$ cat config.mk
export PLATFORM = sky130hd
export DESIGN_NAME = mips_mc_cu
export DESIGN_NICKNAME = d
export VERILOG_FILES = /design/src/rtl/mips_mc_cu.sv
export SDC_FILE = /design/constraint.sdc
export NUM_CORES = 1
export LEC_CHECK = 0
export ABC_CLOCK_PERIOD_IN_PS = 3000
export CORE_MARGIN = 1
export CORE_UTILIZATION = 45
export CTS_CLUSTER_SIZE = 10
export DETAILED_ROUTE_END_ITERATION = 8
export PLACE_DENSITY = 0.81
export RECOVER_POWER = 100
export REMOVE_ABC_BUFFERS = 1
export SETUP_SLACK_MARGIN = 0.3
export SLEW_MARGIN = 20
export SYNTH_ARGS = -nofsm -noshare
export SYNTH_HDL_FRONTEND = slang
export SYNTH_SLANG_ARGS = --single-unit
$ cat constraint.sdc
create_clock -name clk -period 3 [get_ports clk]
set_input_delay 0.6 -clock clk [delete_from_list [all_inputs] [get_ports clk]]
set_output_delay 0.6 -clock clk [all_outputs]
set_load 0.005 [all_outputs]
$ cat src/rtl/mips_mc_cu.sv
// Multi-cycle MIPS control unit: sequences fetch/decode/execute/memory/write-back
// over one shared memory and ALU, with memory timeout, illegal trap and retire counter.
module mips_mc_cu #(
  parameter int MEM_TIMEOUT = 16,
  parameter int CNT_W       = 32
) (
  input  logic             clk,
  input  logic             rst,
  input  logic [5:0]       opcode,
  input  logic [5:0]       function_bits,
  input  logic             zero_flag,
  input  logic             mem_ready,
  output logic             pc_write,
  output logic [1:0]       pc_src,
  output logic             iord,
  output logic             mem_read,
  output logic             mem_write,
  output logic             ir_write,
  output logic [1:0]       reg_dst,
  output logic [1:0]       mem_to_reg,
  output logic             reg_write,
  output logic             alu_src_a,
  output logic [1:0]       alu_src_b,
  output logic [2:0]       alu_operation,
  output logic             illegal,
  output logic             bus_error,
  output logic [CNT_W-1:0] instr_count
);

  localparam int WAIT_W = (MEM_TIMEOUT < 2) ? 1 : $clog2(MEM_TIMEOUT);
  localparam logic [WAIT_W-1:0] WAIT_LAST = WAIT_W'((MEM_TIMEOUT > 0) ? MEM_TIMEOUT - 1 : 0);

  localparam logic [5:0] OP_RTYPE = 6'b000000, OP_J    = 6'b000010, OP_JAL  = 6'b000011;
  localparam logic [5:0] OP_BEQ   = 6'b000100, OP_BNE  = 6'b000101, OP_ADDI = 6'b001000;
  localparam logic [5:0] OP_SLTI  = 6'b001010, OP_ANDI = 6'b001100, OP_ORI  = 6'b001101;
  localparam logic [5:0] OP_LW    = 6'b100011, OP_SW   = 6'b101011;
  localparam logic [5:0] F_ADD = 6'b100000, F_SUB = 6'b100010, F_AND = 6'b100100;
  localparam logic [5:0] F_OR  = 6'b100101, F_SLT = 6'b101010, F_JR  = 6'b001000;
  localparam logic [2:0] ALU_ADD = 3'b010, ALU_SUB = 3'b110, ALU_AND = 3'b000;
  localparam logic [2:0] ALU_OR  = 3'b001, ALU_SLT = 3'b111;

  typedef enum logic [3:0] {
    S_FETCH, S_DECODE, S_EXEC_R, S_WB_R, S_EXEC_I, S_WB_I, S_MEM_ADDR,
    S_MEM_RD, S_MEM_WB, S_MEM_WR, S_BRANCH, S_JUMP, S_JR, S_ERROR
  } state_t;

  state_t            state_q, state_d;
  logic [WAIT_W-1:0] wait_q, wait_d;
  logic [CNT_W-1:0]  cnt_q, cnt_d;
  logic              illegal_q, illegal_d;
  logic              bus_error_q, bus_error_d;
  logic              timeout;

  assign timeout     = (MEM_TIMEOUT != 0) && (wait_q == WAIT_LAST);
  assign illegal     = illegal_q;
  assign bus_error   = bus_error_q;
  assign instr_count = cnt_q;

  always_ff @(posedge clk) begin
    if (rst) begin
      state_q     <= S_FETCH;
      wait_q      <= '0;
      cnt_q       <= '0;
      illegal_q   <= 1'b0;
      bus_error_q <= 1'b0;
    end else begin
      state_q     <= state_d;
      wait_q      <= wait_d;
      cnt_q       <= cnt_d;
      illegal_q   <= illegal_d;
      bus_error_q <= bus_error_d;
    end
  end

  // Everything is forced low while rst is high so the reset cycle issues no strobe.
  always_comb begin
    state_d       = state_q;
    wait_d        = '0;
    cnt_d         = cnt_q;
    illegal_d     = illegal_q;
    bus_error_d   = bus_error_q;
    pc_write      = 1'b0;
    pc_src        = 2'd0;
    iord          = 1'b0;
    mem_read      = 1'b0;
    mem_write     = 1'b0;
    ir_write      = 1'b0;
    reg_dst       = 2'd0;
    mem_to_reg    = 2'd0;
    reg_write     = 1'b0;
    alu_src_a     = 1'b0;
    alu_src_b     = 2'd0;
    alu_operation = 3'b000;
    if (!rst) begin
      case (state_q)
        S_FETCH: begin
          mem_read      = 1'b1;
          alu_src_b     = 2'd1;
          alu_operation = ALU_ADD;
          if (mem_ready) begin
            ir_write = 1'b1;
            pc_write = 1'b1;
            state_d  = S_DECODE;
          end else if (timeout) begin
            state_d     = S_ERROR;
            bus_error_d = 1'b1;
          end else begin
            wait_d = wait_q + 1'b1;
          end
        end
        S_DECODE: begin
          alu_src_b     = 2'd3;
          alu_operation = ALU_ADD;
          case (opcode)
            OP_RTYPE: begin
              case (function_bits)
                F_ADD, F_SUB, F_AND, F_OR, F_SLT: state_d = S_EXEC_R;
                F_JR:    state_d = S_JR;
                default: begin state_d = S_ERROR; illegal_d = 1'b1; end
              endcase
            end
            OP_ADDI, OP_SLTI, OP_ANDI, OP_ORI: state_d = S_EXEC_I;
            OP_LW, OP_SW:   state_d = S_MEM_ADDR;
            OP_BEQ, OP_BNE: state_d = S_BRANCH;
            OP_J, OP_JAL:   state_d = S_JUMP;
            default: begin state_d = S_ERROR; illegal_d = 1'b1; end
          endcase
        end
        S_EXEC_R: begin
          alu_src_a = 1'b1;
          case (function_bits)
            F_SUB:   alu_operation = ALU_SUB;
            F_AND:   alu_operation = ALU_AND;
            F_OR:    alu_operation = ALU_OR;
            F_SLT:   alu_operation = ALU_SLT;
            default: alu_operation = ALU_ADD;
          endcase
          state_d = S_WB_R;
        end
        S_WB_R: begin
          reg_dst   = 2'd1;
          reg_write = 1'b1;
          state_d   = S_FETCH;
        end
        S_EXEC_I: begin
          alu_src_a = 1'b1;
          alu_src_b = 2'd2;
          case (opcode)
            OP_SLTI: alu_operation = ALU_SLT;
            OP_ANDI: alu_operation = ALU_AND;
            OP_ORI:  alu_operation = ALU_OR;
            default: alu_operation = ALU_ADD;
          endcase
          state_d = S_WB_I;
        end
        S_WB_I: begin
          reg_write = 1'b1;
          state_d   = S_FETCH;
        end
        S_MEM_ADDR: begin
          alu_src_a     = 1'b1;
          alu_src_b     = 2'd2;
          alu_operation = ALU_ADD;
          state_d       = (opcode == OP_LW) ? S_MEM_RD : S_MEM_WR;
        end
        // The data access holds its request until mem_ready, same timeout as fetch.
        S_MEM_RD, S_MEM_WR: begin
          iord      = 1'b1;
          mem_read  = (state_q == S_MEM_RD);
          mem_write = (state_q == S_MEM_WR);
          if (mem_ready) begin
            state_d = (state_q == S_MEM_RD) ? S_MEM_WB : S_FETCH;
          end else if (timeout) begin
            state_d     = S_ERROR;
            bus_error_d = 1'b1;
          end else begin
            wait_d = wait_q + 1'b1;
          end
        end
        S_MEM_WB: begin
          mem_to_reg = 2'd1;
          reg_write  = 1'b1;
          state_d    = S_FETCH;
        end
        S_BRANCH: begin
          alu_src_a     = 1'b1;
          alu_operation = ALU_SUB;
          pc_src        = 2'd1;
          pc_write      = ((opcode == OP_BEQ) && zero_flag) || ((opcode == OP_BNE) && !zero_flag);
          state_d       = S_FETCH;
        end
        S_JUMP: begin
          pc_src   = 2'd2;
          pc_write = 1'b1;
          if (opcode == OP_JAL) begin
            reg_dst    = 2'd2;
            mem_to_reg = 2'd2;
            reg_write  = 1'b1;
          end
          state_d = S_FETCH;
        end
        S_JR: begin
          pc_src   = 2'd3;
          pc_write = 1'b1;
          state_d  = S_FETCH;
        end
        default: state_d = S_ERROR;
      endcase
      if ((state_d == S_FETCH) && (state_q != S_FETCH) && (state_q != S_ERROR)) begin
        cnt_d = cnt_q + 1'b1;
      end
    end
  end

endmodule

==> results by group, run 1 <==
Layout
  – Final net count: 526
  – Final core utilization: 72.6%
  – Area grow syn2layout: 53.9%
  – N_diodes: 0
  – Proportion of layout cells with a drive suffix above 1: 27.7%
  – Most frequent cells in the layout: buf_4 (58), nor2_1 (41), dfxtp_1 (39)
  – Filler instances: 462
  – Most common cell after layout, fill and taps aside: buf_4

Drt
  – Routed vias/inst: 6.02
  – Avg WL per Cell: 15.5 um
  – Final ANT Viol Nets: 0
  – Initial DRC Count: 277
  – Routed wire length: 9080 um
  – Vias: 3517
  – Pre-antenna DRT Iters: 5
  – Post-route DRC violation count: 0

Synth
  – #FFs+latches synth: 42
  – Cell Area, Synth: 2810 um^2
  – Yosys warnings: 0
  – Synth area leaders: dfxtp_1 (30%), a21oi_1 (7.5%), nor2_1 (5.6%), nand2_1 (4.7%), o31ai_1 (4.3%)
  – Synth top area share: 29.9%
  – Post-synthesis sequential area ratio: 29.9%
  – Syn Area/Cell: 7.32 um^2
  – Cell taking the most area after synthesis: dfxtp_1
  – Post-synth EDFFs: 0
  – Netlist cell types: 54
  – Async S/R FF share, synth: 0%
  – Top_reg_cell synth: dfxtp_1
  – Mapped Cells: 384

Timing
  – Clock period minus worst slack: 3.00 ns
  – PnR worst setup slack: -0.00160 ns
  – Hold WS: 0.480 ns
  – Slew headroom: 46.2%
  – Tightest Pin Transition: 0.805 ns
  – Setup_tns: -0.00160 ns
  – Final setup vio count: 1
  – Setup Skew: 0.0184 ns
  – Tcrit/Tclk final: 100%
  – F_max: 0.333 GHz
  – Max Slew Vio Count: 0
  – Final Hold Viols: 0
  – RSZ-0062 raised after global routing: yes

Placement
  – GPL Wtd Cong: 0.928
  – IO buf count: 67
  – Setup WS pre-CTS: -0.861 ns
  – Hpwl dp: 5760 um

Global route
  – Largest net degree at the start of global routing: 41
  – First-pass GRT wire length: 14200 um
  – Initial antenna violation count: 0
  – Gr usage total: 27.6%
  – Vias in the first global route: 3093
  – Total gr overflow: 0

Die
  – Die area: 6570 um^2
  – Die height: 81.0 um
  – Num ports: 68
  – Starting density of the core: 47.2%
  – # rows: 28
  – Core area: 5960 um^2
  – Die width: 81.0 um

Clock tree
  – Hold_buf cts: 0
  – Max clock buf depth: 2
  – CTS buffer count: 5
  – Clock transition at path regs: 0.09 ns
  – Root buf cell: clkbuf_8
  – CTS tree: built
  – H-tree depth: 2
  – Clk sinks: 42
  – Worst skew pair latency: 0.30 ns

Power and ir drop
  – Lkg Pwr: 1.78 nW
  – Cell Pwr Density: 629 nW/um^2
  – Worst vdd ir: 0.000377 V

Critical path
  – Critical-path top delay cell: or4b_4
  – Startpoint Class: primary input
  – Worst path cell trace: buf_6 -> nand2b_4 -> a2111oi_4 -> a221oi_2 -> or4_4 -> or4b_4 -> or4_1 -> a21oi_1
  – Crit path buf inv count: 1
  – Worst path top cell family by delay: simple AND/OR/NAND/NOR gates
  – Crit end category: register
  – Critical Path AT: 3.24 ns
  – Crit path max fanout: 9
  – WS Path Type: primary input to register
  – CP Data Required Time: 3.23 ns
  – Worst path max stage delay: 0.64 ns

Status
  – Status: complete, but fails checks
  – Failing checks: setup timing

Worst hold path
  – Worst hold path type: register to register

Run
  – Max capacitance violation total: 0
power breakdown:
part	switching [mW]	total, mW	internal [mW]
registers	0.0555	0.657	0.602
clock network	0.212	0.377	0.165
logic	0.854	1.69	0.833
final cells by class:
cell class,instances,area (um^2),share of cell area (%)
repair buffers,141,1210,28.0
clock buffers,6,72.6,1.68
multi-input cells,311,2060,47.6
clock inverters,2,13.8,0.318
flip-flops and latches,42,847,19.6
well taps,75,93.8,2.17
inverters,7,27.5,0.637
cells in the mapped netlist (8+ instances only):
cell type	n
nor2_1	42
clkbuf_1	19
a21oi_1	42
or4_1	16
nor3_1	14
dfxtp_1	42
o31ai_1	16
or3_1	15
and3_1	14
nand2_1	35
nor2b_1	8
nand3_1	13
o21ai_0	23
flip-flops by register name, summed over array words and instances, names as in the netlist:
name,cells
state_q,4
illegal,1
bus_error,1
wait_q,4
instr_count,32
per-layer routing:
layer	GRT usage [%]	wire (um)
met1	36.4	3860
met2	44.9	4420
met3	5.28	653
met4	9.64	142
met5	0	0
stage by stage:
step                power, mW  area, um^2  instances
finish                   2.72        4320        584
global route             2.89        4320        584
CTS                      2.53        4170        577
detailed placement       1.81        3870        556
global placement         1.79        3870        556
floorplan                1.25        2680        357
worst reg2reg max path, delay by kind of cell (launching register included):
family / cells / cell delay (ns)
AO/OA/AOI/OAI: 2 / 0.29
adder cells (fa/ha/maj): 1 / 0.20
AND/OR/NAND/NOR: 5 / 2.07
flip-flops: 1 / 0.33
logic make-up after synthesis:
kind of cell    count (synthesis)  share of synthesized area (%)
mux                             4                           1.56
compound gates                107                           24.1
flops                          42                           29.9
simple gates                  189                           36.1
xor+xnor                        6                           1.87
fa+ha+maj                       2                          0.890
buf+inv                        34                           5.57
path summary, 6_finish.rpt:
| check | from | end | slack (ns) | depth (start not counted) |
|---|---|---|---|---|
| worst max-delay path | function_bits[4] | instr_count[27]$_SDFFE_PP0P_ | -0.002 | 8 |
| worst max register to register | wait_q[1]$_SDFF_PP0_ | instr_count[27]$_SDFFE_PP0P_ | 0.06 | 8 |
| worst min register to register | bus_error$_SDFFE_PP0P_ | bus_error$_SDFFE_PP0P_ | 0.48 | 2 |
| worst min-delay path | bus_error$_SDFFE_PP0P_ | bus_error$_SDFFE_PP0P_ | 0.48 | 2 |
what timing repair did:
item                                   CTS  global route
gates cloned                             4             0
endpoints found under the hold margin    0             0
buffers inserted                         9             7
pin swaps                               42            19
setup endpoints to repair               42            39
resized for setup                       81            46
(Power assumes the default switching activity.)
==> run 2: changes to the inputs <==
--- a/config.mk
+++ b/config.mk
@@ -8,2 +8,3 @@
 export ABC_CLOCK_PERIOD_IN_PS = 3000
+export CAP_MARGIN = 20
 export CORE_MARGIN = 1
==> constraint.sdc (replaced) <==
create_clock -name clk -period 3 [get_ports clk]
set_input_delay 0.9 -clock clk [delete_from_list [all_inputs] [get_ports clk]]
set_output_delay 0.9 -clock clk [all_outputs]
set_load 0.005 [all_outputs]
==> results by group, run 2 (synthesis gave the netlist of run 1 again) <==
Status
  – Status: complete, but fails checks (unchanged)
  – Failing checks: setup timing (unchanged)

Clock tree
  – Clk sinks: 42 (unchanged)
  – CTS buffer count: 5 (unchanged)
  – Worst skew pair latency: 0.30 ns (about the same)
  – Clock transition at path regs: 0.09 ns (about the same)
  – Root buf cell: clkbuf_8 (unchanged)
  – CTS tree: built (unchanged)
  – Max clock buf depth: 2 (unchanged)
  – H-tree depth: 2 (unchanged)

Power and ir drop
  – Worst vdd ir: 0.000459 V (was 0.000377 V)
  – Cell Pwr Density: 647 nW/um^2 (was 629 nW/um^2)
  – Lkg Pwr: 1.77 nW (was 1.78 nW)
  – Final Total Pwr: 2.99 mW (was 2.72 mW)

Layout
  – Most common cell after layout, fill and taps aside: buf_4 (unchanged)
  – Max FFs per register: 32 (unchanged)
  – Area grow syn2layout: 64.4% (was 53.9%)
  – Proportion of layout cells with a drive suffix above 1: 36.6% (was 27.7%)
  – Most frequent cells in the layout: buf_4 (62), nor2_1 (39), dfxtp_1 (38) (was buf_4 (58), nor2_1 (41), dfxtp_1 (39))
  – Final net count: 539 (was 526)
  – N_diodes: 0 (unchanged)
  – Fin area: 4620 um^2 (was 4320 um^2)

Timing
  – PnR worst setup slack: -0.224 ns (was -0.00160 ns)
  – F_max: 0.310 GHz (was 0.333 GHz)
  – Tcrit/Tclk final: 107% (was 100%)
  – Slew headroom: 48.0% (was 46.2%)
  – Final Hold Viols: 0 (unchanged)
  – RSZ-0062 raised after global routing: yes (unchanged)
  – Clock period minus worst slack: 3.22 ns (was 3.00 ns)
  – Tightest Pin Transition: 0.778 ns (was 0.805 ns)
  – Max Slew Vio Count: 0 (unchanged)
  – Setup Skew: 0.0106 ns (was 0.0184 ns)
  – Final setup vio count: 37 (was 1)

Global route
  – Total gr overflow: 0 (unchanged)
  – Largest net degree at the start of global routing: 37 (was 41)
  – First-pass GRT wire length: 15100 um (was 14200 um)
  – Initial antenna violation count: 0 (unchanged)
  – Vias in the first global route: 3236 (was 3093)
  – Gr usage total: 29.4% (was 27.6%)

Critical path
  – Critical Path AT: 3.46 ns (was 3.24 ns)
  – Worst path max stage delay: 0.62 ns (was 0.64 ns)
  – Critical-path top delay cell: or4b_4 (unchanged)
  – CP Data Required Time: 3.24 ns (was 3.23 ns)
  – Startpoint Class: primary input (unchanged)
  – WS Path Type: primary input to register (unchanged)
  – Worst path cell trace: buf_6 -> nor2b_4 -> a2111oi_4 -> buf_4 -> nor2_2 -> o31a_1 -> or4b_4 -> or4_1 -> a21oi_1 (was buf_6 -> nand2b_4 -> a2111oi_4 -> a221oi_2 -> or4_4 -> or4b_4 -> or4_1 -> a21oi_1)
  – Crit path max fanout: 7 (was 9)
  – Crit end category: register (unchanged)

Placement
  – IO buf count: 67 (unchanged)
  – Area post-placement: 3890 um^2 (was 3870 um^2)
  – Hpwl dp: 6010 um (was 5760 um)
  – GPL Wtd Cong: 0.976 (was 0.928)

Die
  – Num ports: 68 (unchanged)
  – Starting density of the core: 47.2% (unchanged)
  – Die width: 81.0 um (unchanged)
  – # rows: 28 (unchanged)
  – Die area: 6570 um^2 (unchanged)
  – Die height: 81.0 um (unchanged)
  – Core area: 5960 um^2 (unchanged)

Drt
  – Avg WL per Cell: 16.8 um (was 15.5 um)
  – Routed wire length: 10100 um (was 9080 um)
  – Pre-antenna DRT Iters: 5 (unchanged)
  – Post-route DRC violation count: 0 (unchanged)
  – Routed vias/inst: 6.23 (was 6.02)
  – Vias: 3719 (was 3517)
  – Initial DRC Count: 347 (was 277)
  – Final ANT Viol Nets: 0 (unchanged)

Run
  – Max capacitance violation total: 0 (unchanged)

Worst hold path
  – Worst hold path type: register to register (unchanged)
-- run 2: changes by cell type in the layout (fill, tap and decap cells not counted), moves of 6 or more --
cell,previous run,this run
o31ai_1,12,6
o31ai_2,0,7
clkdlybuf4s50_1,8,34
a21oi_2,3,9
buf_6,10,24
a21oi_1,38,32
dlygate4sd3_1,37,0
-- run 2: cell type report --
class / instances / area, um^2
clock buffer: 6 / 82.6
clock inverter: 2 / 12.5
fill: 397 / 1340
inverter: 7 / 26.3
multi-input combinational: 313 / 2220
sequential: 42 / 853
tap: 75 / 93.8
timing repair buffer: 152 / 1330
-- run 2: through the flow --
step / setup WS [ns] / cells / utilization, % / hold slack, ns / TNS (ns)
after detailed placement: -1.13 / 559 / 65.3 / 0.476 / -38.92
after global placement: -1.06 / 559 / 65.3 / 0.457 / -37.13
after global routing: -0.351 / 597 / 77.6 / 0.523 / -6.88
after floorplan: -0.512 / 357 / - / 0.418 / -13.53
final: -0.224 / 597 / 77.6 / 0.498 / -4.22
after CTS: -0.170 / 590 / 73.6 / 0.489 / -4.14
-- run 2: worst paths after layout --
check	start	endpoint	slack (ns)	cells past startpoint
hold reg to reg	instr_count[24]$_SDFFE_PP0P_	instr_count[24]$_SDFFE_PP0P_	0.50	2
setup / recovery	function_bits[3]	instr_count[29]$_SDFFE_PP0P_	-0.22	9
setup reg to reg	wait_q[0]$_SDFF_PP0_	instr_count[29]$_SDFFE_PP0P_	0.02	8
hold / removal	instr_count[24]$_SDFFE_PP0P_	instr_count[24]$_SDFFE_PP0P_	0.50	2
-- run 2: layer usage --
layer	track usage, %	vias up	part of all wire, %
met2	50.5	185	49
met1	37.8	1796	41
met3	4.49	37	7.4
met4	8.57	0	2.6
li1	-	1701	-
met5	0	-	0
-- run 2: repair_timing --
item | 4_1_cts | 5_1_grt
gates cloned | 4 | 1
hold endpoints to repair | 0 | 0
setup endpoints to repair | 50 | 43
pin swaps | 52 | 30
gates resized for setup | 172 | 49
buffers inserted | 19 | 6
hold buffers | 0 | 0
-- run 2: worst max-delay path, delay by kind of cell --
family	cells	cell delay, ns
buffers and inverters	2	0.28
AOI/OAI and AO/OA	3	0.95
and+or+nand+nor	4	1.33
-- run 2: power breakdown --
| part | leakage [nW] | total [mW] | switching, mW | internal (mW) |
|---|---|---|---|---|
| clock | 0.0472 | 0.394 | 0.209 | 0.185 |
| combinational | 1.38 | 1.94 | 1.01 | 0.933 |
| sequential | 0.342 | 0.655 | 0.0490 | 0.606 |
==> run 3: changes to the inputs <==
Settings changed: CORE_MARGIN 1 to 2.
==> results by group, run 3 (synthesis gave the netlist of run 1 again) <==
Clock tree
  – Worst skew pair latency: 0.30 ns (about the same)
  – Root buf cell: clkbuf_8 (unchanged)
  – H-tree depth: 2 (unchanged)
  – Clk sinks: 42 (unchanged)
  – CTS buffer count: 5 (unchanged)
  – Clock transition at path regs: 0.08 ns (was 0.09 ns)
  – Max clock buf depth: 2 (unchanged)
  – CTS tree: built (unchanged)

Layout
  – Final net count: 546 (was 539)
  – Final core utilization: 76.9% (was 77.6%)
  – Most frequent cells in the layout: buf_4 (71), nor2_1 (38), dfxtp_1 (38) (was buf_4 (62), nor2_1 (39), dfxtp_1 (38))
  – Final non-filler cell total: 604 (was 597)
  – Area grow syn2layout: 64.0% (was 64.4%)
  – N_diodes: 0 (unchanged)
  – Fin area: 4610 um^2 (was 4620 um^2)
  – Most common cell after layout, fill and taps aside: buf_4 (unchanged)
  – Proportion of layout cells with a drive suffix above 1: 33.6% (was 36.6%)
  – Max FFs per register: 32 (unchanged)

Critical path
  – Critical Path AT: 3.39 ns (was 3.46 ns)
  – Startpoint Class: primary input (unchanged)
  – Crit end category: register (unchanged)
  – Crit path max fanout: 4 (was 7)
  – CP Data Required Time: 3.17 ns (was 3.24 ns)
  – WS Path Type: primary input to register (unchanged)

Die
  – Starting density of the core: 46.9% (was 47.2%)
  – Die area: 6890 um^2 (was 6570 um^2)
  – # rows: 28 (unchanged)
  – Core area: 5990 um^2 (was 5960 um^2)
  – Die height: 83.0 um (was 81.0 um)
  – Num ports: 68 (unchanged)
  – Die width: 83.0 um (was 81.0 um)

Timing
  – Clock period minus worst slack: 3.22 ns (about the same)
  – Setup_tns: -4.66 ns (was -4.22 ns)
  – Setup Skew: 0.0144 ns (was 0.0106 ns)
  – PnR worst setup slack: -0.218 ns (was -0.224 ns)
  – F_max: 0.311 GHz (was 0.310 GHz)
  – Tcrit/Tclk final: 107% (about the same)
  – RSZ-0062 raised after global routing: yes (unchanged)
  – Final setup vio count: 36 (was 37)
  – Max Slew Vio Count: 0 (unchanged)
  – Slew headroom: 58.7% (was 48.0%)
  – Hold WS: 0.447 ns (was 0.498 ns)
  – Tightest Pin Transition: 0.620 ns (was 0.778 ns)
  – Final Hold Viols: 0 (unchanged)

Power and ir drop
  – Worst vdd ir: 0.000549 V (was 0.000459 V)
  – Internal power: 1.60 mW (was 1.72 mW)
  – Sequential Power Share: 23.4% (was 21.9%)
  – Combinational power share: 62.6% (was 64.9%)
  – Clock share of power: 14.0% (was 13.2%)
  – Cell Pwr Density: 606 nW/um^2 (was 647 nW/um^2)
  – Final Total Pwr: 2.80 mW (was 2.99 mW)
  – Sw frac: 42.9% (was 42.3%)
  – Switch Pwr: 1.20 mW (was 1.27 mW)
  – Lkg Pwr: 1.95 nW (was 1.77 nW)

Global route
  – Largest net degree at the start of global routing: 33 (was 37)
  – First-pass GRT wire length: 15600 um (was 15100 um)
  – Total gr overflow: 0 (unchanged)
  – Gr usage total: 26.8% (was 29.4%)
  – Vias in the first global route: 3421 (was 3236)
  – Initial antenna violation count: 0 (unchanged)

Drt
  – Final ANT Viol Nets: 0 (unchanged)
  – Routed vias/inst: 6.27 (was 6.23)
  – Initial DRC Count: 492 (was 347)
  – Vias: 3789 (was 3719)
  – Routed wire length: 10900 um (was 10100 um)
  – Post-route DRC violation count: 0 (unchanged)
  – Avg WL per Cell: 18.1 um (was 16.8 um)
  – Pre-antenna DRT Iters: 7 (was 5)

Placement
  – IO buf count: 67 (unchanged)
  – GPL Wtd Cong: 0.960 (was 0.976)
  – Setup WS pre-CTS: -1.14 ns (was -1.13 ns)
  – Cells after DPL: 557 (was 559)
  – Hpwl dp: 5970 um (was 6010 um)
  – Area post-placement: 3870 um^2 (was 3890 um^2)

Status
  – Status: complete, but fails checks (unchanged)
  – Failing checks: setup timing (unchanged)

Worst hold path
  – Worst hold path type: register to register (unchanged)

Run
  – Max capacitance violation total: 0 (unchanged)
==> run 3: critical path, stage by stage <==
cell	delay [ns]
buf_8	0.10
nand4b_1	0.20
o31ai_2	0.25
a21oi_2	0.11
buf_4	0.14
buf_4	0.12
buf_4	0.12
buf_4	0.12
buf_4	0.12
buf_4	0.12
buf_4	0.12
buf_4	0.13
buf_4	0.12
buf_4	0.12
buf_4	0.12
buf_4	0.12
nor3_1	0.26
nor2_1	0.08
==> run 3: power by group through the flow <==
stage	Combinational [mW]	Sequential, mW	Clock (mW)
2_1_floorplan	0.563	0.689	0
3_3_place_gp	1.13	0.655	0
3_5_place_dp	1.16	0.655	0
4_1_cts	1.54	0.643	0.391
5_1_grt	1.84	0.655	0.418
6_report	1.75	0.655	0.390
==> run 3: path summary, 6_finish.rpt <==
path              slack [ns]  depth (start not counted)            startpoint                            to
hold / removal          0.45                          1  wait_q[0]$_SDFF_PP0_          wait_q[0]$_SDFF_PP0_
hold reg to reg         0.45                          1  wait_q[0]$_SDFF_PP0_          wait_q[0]$_SDFF_PP0_
setup reg to reg        0.05                          8  wait_q[0]$_SDFF_PP0_  instr_count[21]$_SDFFE_PP0P_
setup / recovery       -0.22                         18             opcode[2]         state_q[3]$_SDFF_PP0_
==> run 3: repair_timing <==
item | 4_1_cts | 5_1_grt
hold buffers | 0 | 0
buffers inserted | 26 | 8
gates resized for setup | 148 | 45
pin swaps | 57 | 30
endpoints found under the setup margin | 50 | 44
cloned | 4 | 1
hold endpoints to repair | 0 | 0
==> run 3: cell type report <==
cell class	instances	area, um^2
clock buffer	7	86.3
clock inverter	1	8.76
fill	372	1380
inverter	7	26.3
multi-input combinational	312	2160
sequential	42	851
tap	75	93.8
timing repair buffer	160	1390
==> run 3: routing by layer <==
metal	share of wire, %	up-vias	global-route usage, %
li1	-	1720	-
met3	8.1	44	6.76
met2	49	237	45.4
met5	0	-	0
met4	3.6	0	7.90
met1	39	1788	33.6
